File: src/rtl/sigmon_report_pkg.sv
// -----------------------------------------------------------------------------
// sigmon_report_pkg
// Shared definitions for the Sigmon report transmitter: record/beat geometry,
// header field offsets, the TX FSM state type and the record assembly helper.
// No ports (package).
// -----------------------------------------------------------------------------
package sigmon_report_pkg;

   localparam int BEAT_W   = 64;
   localparam int BEATS    = 4;
   localparam int REC_W    = BEAT_W * BEATS;   // 256-bit record
   localparam int NPAT     = 4;                // pattern units
   localparam int SAMPLE_W = 48;               // sample width per pattern

   // Header beat (beat 0) field offsets
   localparam int HDR_SAMPLE_LSB = 0;
   localparam int HDR_MATCH_LSB  = 4;
   localparam int HDR_PAD_LSB    = 8;
   localparam int HDR_SEQ_LSB    = 16;
   localparam int HDR_TS_LSB     = 32;

   typedef enum logic [2:0] {
      IDLE  = 3'd0,
      BEAT0 = 3'd1,
      BEAT1 = 3'd2,
      BEAT2 = 3'd3,
      BEAT3 = 3'd4
   } tx_state_t;

   // Assemble one record: header in bits [63:0], then the four sample lanes
   // packed contiguously from bit 64 upward. Lanes without a sample are zero.
   function automatic logic [REC_W-1:0] build_record(
      input logic [31:0]              ts,
      input logic [15:0]              seq,
      input logic [NPAT-1:0]          match,
      input logic [NPAT-1:0]          sample,
      input logic [NPAT*SAMPLE_W-1:0] data
   );
      logic [REC_W-1:0] rec;
      rec = {REC_W{1'b0}};
      rec[HDR_SAMPLE_LSB +: NPAT] = sample;
      rec[HDR_MATCH_LSB  +: NPAT] = match;
      rec[HDR_PAD_LSB    +: 8]    = 8'h00;
      rec[HDR_SEQ_LSB    +: 16]   = seq;
      rec[HDR_TS_LSB     +: 32]   = ts;
      for (int i = 0; i < NPAT; i++) begin
         if (sample[i]) begin
            rec[BEAT_W + SAMPLE_W*i +: SAMPLE_W] = data[SAMPLE_W*i +: SAMPLE_W];
         end else begin
            rec[BEAT_W + SAMPLE_W*i +: SAMPLE_W] = {SAMPLE_W{1'b0}};
         end
      end
      return rec;
   endfunction

endpackage

File: src/rtl/sigmon_report_fifo.sv
// -----------------------------------------------------------------------------
// sigmon_report_fifo
// Synchronous record FIFO with wrap-bit pointers. A push while full is taken
// when a pop completes in the same cycle. Besides the head it exposes the entry
// behind the head so the transmitter can chain records without an idle cycle.
// Ports:
//   i_clk, i_reset     clock, synchronous active-high reset
//   i_push, i_wdata    write request / record
//   i_pop              remove head
//   o_full, o_empty    status
//   o_multi            at least two entries held
//   o_rdata            head record
//   o_rdata_next       record behind the head (valid when o_multi)
// -----------------------------------------------------------------------------
module sigmon_report_fifo #(
   parameter int WIDTH = 256,
   parameter int DEPTH = 4
) (
   input  logic             i_clk,
   input  logic             i_reset,
   input  logic             i_push,
   input  logic             i_pop,
   input  logic [WIDTH-1:0] i_wdata,
   output logic             o_full,
   output logic             o_empty,
   output logic             o_multi,
   output logic [WIDTH-1:0] o_rdata,
   output logic [WIDTH-1:0] o_rdata_next
);

   localparam int AW = $clog2(DEPTH);
   localparam logic [AW:0] PTR_ONE = {{AW{1'b0}}, 1'b1};

   logic [WIDTH-1:0] r_mem [DEPTH];
   logic [AW:0]      r_wptr;
   logic [AW:0]      r_rptr;
   logic [AW:0]      w_count;
   logic [AW:0]      w_rptr_next;
   logic             w_do_push;
   logic             w_do_pop;

   assign w_count      = r_wptr - r_rptr;
   assign w_rptr_next  = r_rptr + PTR_ONE;
   assign o_empty      = (r_wptr == r_rptr);
   assign o_full       = (r_wptr[AW] != r_rptr[AW]) &&
                         (r_wptr[AW-1:0] == r_rptr[AW-1:0]);
   assign o_multi      = (w_count > PTR_ONE);
   assign w_do_pop     = i_pop & ~o_empty;
   assign w_do_push    = i_push & (~o_full | w_do_pop);
   assign o_rdata      = r_mem[r_rptr[AW-1:0]];
   assign o_rdata_next = r_mem[w_rptr_next[AW-1:0]];

   // Record storage (no reset needed: pointers define validity)
   always_ff @(posedge i_clk) begin
      if (w_do_push) begin
         r_mem[r_wptr[AW-1:0]] <= i_wdata;
      end
   end

   // Read/write pointers
   always_ff @(posedge i_clk) begin
      if (i_reset) begin
         r_wptr <= {(AW+1){1'b0}};
         r_rptr <= {(AW+1){1'b0}};
      end else begin
         if (w_do_push) begin
            r_wptr <= r_wptr + PTR_ONE;
         end
         if (w_do_pop) begin
            r_rptr <= w_rptr_next;
         end
      end
   end

endmodule

File: src/rtl/sigmon_report_tx.sv
// -----------------------------------------------------------------------------
// sigmon_report_tx
// Collects eop-aligned match/sample events from four pattern units, stamps them
// with a free-running timestamp and a sequence number, buffers them as 256-bit
// records and sends each record as a 4-beat 64-bit AXI4-Stream packet.
// Ports:
//   i_clk, i_reset          clock, synchronous active-high reset
//   i_report_enable         events ignored while low
//   i_match_event_in[3:0]   per-pattern match pulse
//   i_sample_event_in[3:0]  per-pattern sample pulse
//   i_sample_data_in[191:0] pattern i sample at [48i+47:48i]
//   i_drop_clear            pulse, clears the drop counter
//   o_out_tvalid/i_out_tready/o_out_tdata/o_out_tlast  AXI4-Stream master
//   o_drop_count[15:0]      saturating count of records lost to a full buffer
//   o_seq_num[15:0]         sequence number the next event will receive
// -----------------------------------------------------------------------------
module sigmon_report_tx
   import sigmon_report_pkg::*;
#(
   parameter int FIFO_DEPTH = 4
) (
   input  logic                     i_clk,
   input  logic                     i_reset,
   input  logic                     i_report_enable,
   input  logic [NPAT-1:0]          i_match_event_in,
   input  logic [NPAT-1:0]          i_sample_event_in,
   input  logic [NPAT*SAMPLE_W-1:0] i_sample_data_in,
   input  logic                     i_drop_clear,
   output logic                     o_out_tvalid,
   input  logic                     i_out_tready,
   output logic [BEAT_W-1:0]        o_out_tdata,
   output logic                     o_out_tlast,
   output logic [15:0]              o_drop_count,
   output logic [15:0]              o_seq_num
);

   tx_state_t                 r_state;
   logic [31:0]               r_ts;
   logic [15:0]               r_seq;
   logic [15:0]               r_drop;
   logic [REC_W-1:BEAT_W]     r_rest;     // beats 1..3 of the record in flight
   logic                      r_tvalid;
   logic [BEAT_W-1:0]         r_tdata;
   logic                      r_tlast;

   logic                      w_event;
   logic                      w_hs;
   logic                      w_pop;
   logic                      w_full;
   logic                      w_empty;
   logic                      w_multi;
   logic                      w_push_ok;
   logic                      w_drop;
   logic                      w_have_next;
   logic [REC_W-1:0]          w_record;
   logic [REC_W-1:0]          w_head;
   logic [REC_W-1:0]          w_after_head;
   logic [REC_W-1:0]          w_next_rec;

   assign w_event   = i_report_enable & (|(i_match_event_in | i_sample_event_in));
   assign w_hs      = r_tvalid & i_out_tready;
   assign w_pop     = (r_state == BEAT3) & w_hs;
   assign w_push_ok = w_event & (~w_full | w_pop);
   assign w_drop    = w_event & ~w_push_ok;
   assign w_record  = build_record(r_ts, r_seq, i_match_event_in,
                                   i_sample_event_in, i_sample_data_in);

   sigmon_report_fifo #(
      .WIDTH (REC_W),
      .DEPTH (FIFO_DEPTH)
   ) u_fifo (
      .i_clk        (i_clk),
      .i_reset      (i_reset),
      .i_push       (w_event),
      .i_pop        (w_pop),
      .i_wdata      (w_record),
      .o_full       (w_full),
      .o_empty      (w_empty),
      .o_multi      (w_multi),
      .o_rdata      (w_head),
      .o_rdata_next (w_after_head)
   );

   // Record to chain after the head is popped: the entry behind the head, or
   // (when the head is the only entry) the record being pushed this cycle.
   always_comb begin
      w_next_rec  = w_after_head;
      w_have_next = 1'b0;
      if (w_multi) begin
         w_next_rec  = w_after_head;
         w_have_next = 1'b1;
      end else begin
         w_next_rec  = w_record;
         w_have_next = w_push_ok;
      end
   end

   // Free-running timestamp
   always_ff @(posedge i_clk) begin
      if (i_reset) begin
         r_ts <= 32'd0;
      end else begin
         r_ts <= r_ts + 32'd1;
      end
   end

   // Sequence number advances on every event cycle, dropped or not
   always_ff @(posedge i_clk) begin
      if (i_reset) begin
         r_seq <= 16'd0;
      end else if (w_event) begin
         r_seq <= r_seq + 16'd1;
      end
   end

   // Saturating drop counter; a clear coinciding with a drop leaves 1
   always_ff @(posedge i_clk) begin
      if (i_reset) begin
         r_drop <= 16'd0;
      end else if (i_drop_clear) begin
         r_drop <= w_drop ? 16'd1 : 16'd0;
      end else if (w_drop && (r_drop != 16'hFFFF)) begin
         r_drop <= r_drop + 16'd1;
      end
   end

   // TX FSM and registered stream outputs
   always_ff @(posedge i_clk) begin
      if (i_reset) begin
         r_state  <= IDLE;
         r_tvalid <= 1'b0;
         r_tdata  <= {BEAT_W{1'b0}};
         r_tlast  <= 1'b0;
         r_rest   <= {(REC_W-BEAT_W){1'b0}};
      end else begin
         case (r_state)
            IDLE: begin
               if (!w_empty) begin
                  r_rest   <= w_head[REC_W-1:BEAT_W];
                  r_tdata  <= w_head[BEAT_W-1:0];
                  r_tvalid <= 1'b1;
                  r_tlast  <= 1'b0;
                  r_state  <= BEAT0;
               end
            end
            BEAT0: begin
               if (w_hs) begin
                  r_tdata <= r_rest[2*BEAT_W-1:BEAT_W];
                  r_state <= BEAT1;
               end
            end
            BEAT1: begin
               if (w_hs) begin
                  r_tdata <= r_rest[3*BEAT_W-1:2*BEAT_W];
                  r_state <= BEAT2;
               end
            end
            BEAT2: begin
               if (w_hs) begin
                  r_tdata <= r_rest[4*BEAT_W-1:3*BEAT_W];
                  r_tlast <= 1'b1;
                  r_state <= BEAT3;
               end
            end
            BEAT3: begin
               if (w_hs) begin
                  if (w_have_next) begin
                     r_rest   <= w_next_rec[REC_W-1:BEAT_W];
                     r_tdata  <= w_next_rec[BEAT_W-1:0];
                     r_tvalid <= 1'b1;
                     r_tlast  <= 1'b0;
                     r_state  <= BEAT0;
                  end else begin
                     r_tvalid <= 1'b0;
                     r_tlast  <= 1'b0;
                     r_state  <= IDLE;
                  end
               end
            end
            default: begin
               r_tvalid <= 1'b0;
               r_tlast  <= 1'b0;
               r_state  <= IDLE;
            end
         endcase
      end
   end

   assign o_out_tvalid = r_tvalid;
   assign o_out_tdata  = r_tdata;
   assign o_out_tlast  = r_tlast;
   assign o_drop_count = r_drop;
   assign o_seq_num    = r_seq;

endmodule

File: config.mk
export PLATFORM = sky130hd
export DESIGN_NAME = sigmon_report_tx
export DESIGN_NICKNAME = d
export VERILOG_FILES = /design/src/rtl/sigmon_report_pkg.sv /design/src/rtl/sigmon_report_fifo.sv /design/src/rtl/sigmon_report_tx.sv
export SDC_FILE = /design/constraint.sdc
export NUM_CORES = 2
export LEC_CHECK = 0
export CORE_ASPECT_RATIO = 1.75
export CORE_MARGIN = 2
export CORE_UTILIZATION = 26
export DETAILED_ROUTE_END_ITERATION = 10
export PLACE_DENSITY = 0.49
export SYNTH_ARGS = -nofsm -noshare
export SYNTH_HDL_FRONTEND = slang
export SYNTH_SLANG_ARGS = --single-unit
export TNS_END_PERCENT = 30
File: constraint.sdc
create_clock -name i_clk -period 24.1 [get_ports i_clk]
set_input_delay 3.615 -clock i_clk [delete_from_list [all_inputs] [get_ports i_clk]]
set_output_delay 3.615 -clock i_clk [all_outputs]
set_load 0.02 [all_outputs]
==> impl_results.md <==
- Die height: ~660 um
- Post-CTS Setup Bufs: 0
- Die width: 377 um
- Post-synthesis cell type count: 62
- Clock power share: 38.8%
- Post-synthesis average cell area: 14.4 sq um
- Crit-path max FO: 121
- First-pass GRT wire length: 311000 um
- Cell family with most CP delay: buffers and inverters
- Worst path slowest cell: buf_4
- Core area: between 200000 and 250000 sq um
- Placed Area: between 60000 and 70000 sq um
- CP endpoint kind: flip-flop
- Row Count: 239
- Drt pass-1 iters: 6
- P_sw: 0.00143 W
- Post-synth EDFFs: 992
- Hold crit path type: reg -> reg
- Cts bufs inserted: 138
- Grt ovf: 0
- Post-synthesis net count: 4601
- DRT iter0 DRCs: 3226
- Seq cells post-synth: 1325
- Achievable Freq: approximately 130 MHz
- Bufs and invs on worst path: 4
- Final hold viol count: 0
- IO Port Bufs: 302
- Critical setup path kind: in -> reg
- Pin count of the biggest net entering global routing: 191
- Worst-path cell chain: clkdlybuf4s50_1 -> or4_4 -> o21a_1 -> and3_4 -> buf_12 -> buf_4 -> buf_4
- Layout area overhead: 16.3%
- Leakage: 23.2 nW
- Die area: around 250000 sq um
- Clock Skew: 0.0510 ns
- # fillers: 23882
- Max VDD drop: 0.0000520 V
- Final cell count without fillers: a little under 8000
- Sequential Power Share: about half
- Max_slew headroom: 17.8%
- Root buf cell: clkbuf_16
- Combinational share of power: ~13%
- Worst EP required: 24.51 ns
- Dpl hpwl: 134000 um
- Syn Inst Count: 4385
- Design area: 73600 sq um
- Vias in the first global route: 41248
- Clock sink total: 1325
- Total Routed Length: 216000 um
- RSZ-0062 raised after global routing: false
- Vias/cell: 5.19
- Detailed-route via count: 40359
- Later-pin clock latency in the skew report: 0.80 ns
- Final-stage net count: 4721
- Gpl congestion: 0.750
- Final Worst Setup Slack: between 15 and 20 ns
- Startpoint type of the worst setup path: primary input
- Longest Clk Path Bufs: 4
- Period utilization: 32.6%
- Ports: 303
- CTS Hold Buffers Added: 0
- Pre-CTS WS: 15.48 ns
- FFs w/ async S/R, synth: 0%
- Clock Pin Slew Worst Setup and Hold Paths: 0.06 ns
- Register area share after synthesis: roughly 58%
- Slew @ Worst Pin: ~1.2 ns
- Status: complete, no violations
- DRC Markers: 0
- Cell-internal power: ~0.004 W
- Most repeated library cell on the critical path: buf_4
- Antenna Violating Nets Remaining: 0
- Most used DFF post-synth: edfxtp_1
- GRT Overall Usage: 17.1%
- Mapped cell area: 63300 sq um
- Setup TNS Final: 0 ns
- CP Data Arrival Time: 8.27 ns
- Warnings, synthesis: 0
- Initial antenna violation count: 43
- Switching part of the total: 25.9%
- Htree depth: 4
- Post-Place Cells: approximately 7500
- Post-cts resize count: 0
- Initial Utilization: about a quarter
- Tmin final: 7.86 ns
- Setup violators final: 0
- Largest stage delay on the critical path: 0.95 ns
- Layout cells sized above 1: 18.7%
- CTS tree: built
- Maxcap violations: 0
- Count of final max-slew check failures: 0
- WL/cell: 27.9 um
- Cell area power density: 75.0 nW/um^2
[flip-flops by register name, indices dropped and copies added, names as in the netlist, named ones only]
register,flops
u_fifo.r_mem,992
u_fifo.r_rptr,3
u_fifo.r_wptr,3
r_state,3
o_drop_count,16
o_seq_num,16
r_rest,192
r_ts,32
o_out_tvalid,1
o_out_tlast,1
o_out_tdata,64
[layer usage]
metal	wire length, um	global-route usage (%)
met1	92800	22.9
met2	104000	28.1
met3	12200	2.65
met4	7560	6.07
met5	151	0
[Yosys cell counts, drive strengths merged, types with 2 or more instances]
library cell | number | area (sq um)
inv | 12 | 45.0
a31oi | 8 | 50.1
a311oi | 55 | 482
nor2b | 4 | 25.0
nand3b | 2 | 15.0
nand2 | 769 | 2890
or4 | 11 | 93.8
or2 | 2 | 12.5
clkbuf | 173 | 649
o311ai | 2 | 25.0
edfxtp | 992 | 29800
nand4b | 4 | 35.0
ha | 10 | 125
and2 | 199 | 1240
and4 | 5 | 43.8
a311o | 247 | 2470
o21ai | 22 | 125
or3 | 10 | 62.6
xnor2 | 25 | 219
and3 | 17 | 106
o2111ai | 3 | 32.5
xor2 | 16 | 148
a21oi | 32 | 164
nor2 | 317 | 1190
nand3 | 21 | 105
o31ai | 10 | 75.1
a22oi | 8 | 60.1
dfxtp | 333 | 6670
mux2 | 10 | 113
o2bb2ai | 2 | 17.5
nor3 | 75 | 375
mux4 | 552 | 12400
a21boi | 2 | 15.0
nand4 | 12 | 75.1
buf | 219 | 1220
mux2i | 193 | 1930
[final timing paths]
| check | start | end | slack [ns] | cells past startpoint |
|---|---|---|---|---|
| setup / recovery | i_match_event_in[0] | u_fifo.r_mem[1][47]$_DFFE_PP_ | 16.24 | 7 |
| setup reg to reg | u_fifo.r_rptr[0]$_SDFFE_PP0P_ | r_rest[180]$_SDFFE_PP0P_ | 18.23 | 10 |
| hold / removal | r_rest[87]$_SDFFE_PP0P_ | r_rest[87]$_SDFFE_PP0P_ | 0.46 | 2 |
| hold reg to reg | r_rest[87]$_SDFFE_PP0P_ | r_rest[87]$_SDFFE_PP0P_ | 0.46 | 2 |
[final cells by class]
| type | count | area, sq um | area share (%) |
|---|---|---|---|
| inverters | 12 | 55.1 | 0.0749 |
| multi-input cells | 2656 | 25000 | 34.0 |
| clock inverters | 48 | 472 | 0.641 |
| well taps | 3133 | 3920 | 5.33 |
| clock buffers | 191 | 3900 | 5.30 |
| repair buffers | 372 | 3650 | 4.97 |
| flip-flops and latches | 1325 | 36500 | 49.6 |
| diodes | 34 | 85.1 | 0.116 |
[placed cells by master (no fill, tap or decap), types with 35 or more instances in the layout]
cell type and instances:
a311o_1 247, a311oi_1 55, and2_1 198, buf_4 64, clkbuf_1 35, clkbuf_16 144, clkdlybuf4s50_1 297, dfxtp_1 328
edfxtp_1 992, mux2i_1 193, mux4_2 552, nand2_1 767, nor2_1 315, nor3_1 75
[tightest hold or removal path, stage by stage (launching register included)]
cell and delay, ns:
dfxtp_1 0.31, nand2_1 0.05, mux2i_1 0.05
[power by group through the flow]
stage               Sequential, W  Combinational, W  Clock (W)
floorplan                 0.00274          0.000393          0
global placement          0.00273          0.000693          0
detailed placement        0.00274          0.000700          0
CTS                       0.00269          0.000702    0.00219
global route              0.00270          0.000740    0.00226
finish                    0.00269          0.000688    0.00214
[through the flow]
step / power (W) / utilization (%) / hold slack, ns
6_report: 0.00551 / 30.4 / 0.456
5_1_grt: 0.00570 / 30.4 / 0.477
4_1_cts: 0.00558 / 30.4 / 0.460
3_5_place_dp: 0.00344 / 28.6 / 0.450
3_3_place_gp: 0.00342 / 28.6 / 0.443
2_1_floorplan: 0.00313 / - / 0.435
[logic make-up (layout without fill, tap and decap cells)]
| logic type | after synthesis | count (layout) | share of synthesized area (%) |
|---|---|---|---|
| AOI/OAI and AO/OA | 398 | 398 | 5.66 |
| xor gates and xnor gates | 42 | 42 | 0.615 |
| muxes | 755 | 755 | 22.9 |
| and+or+nand+nor | 1450 | 1450 | 9.95 |
| other | 0 | 34 | 0 |
| buffers and inverters | 404 | 623 | 3.03 |
| DFF | 1325 | 1325 | 57.6 |
| adders and majority gates | 11 | 11 | 0.229 |
No activity file was read; power rests on OpenSTA's default activity.
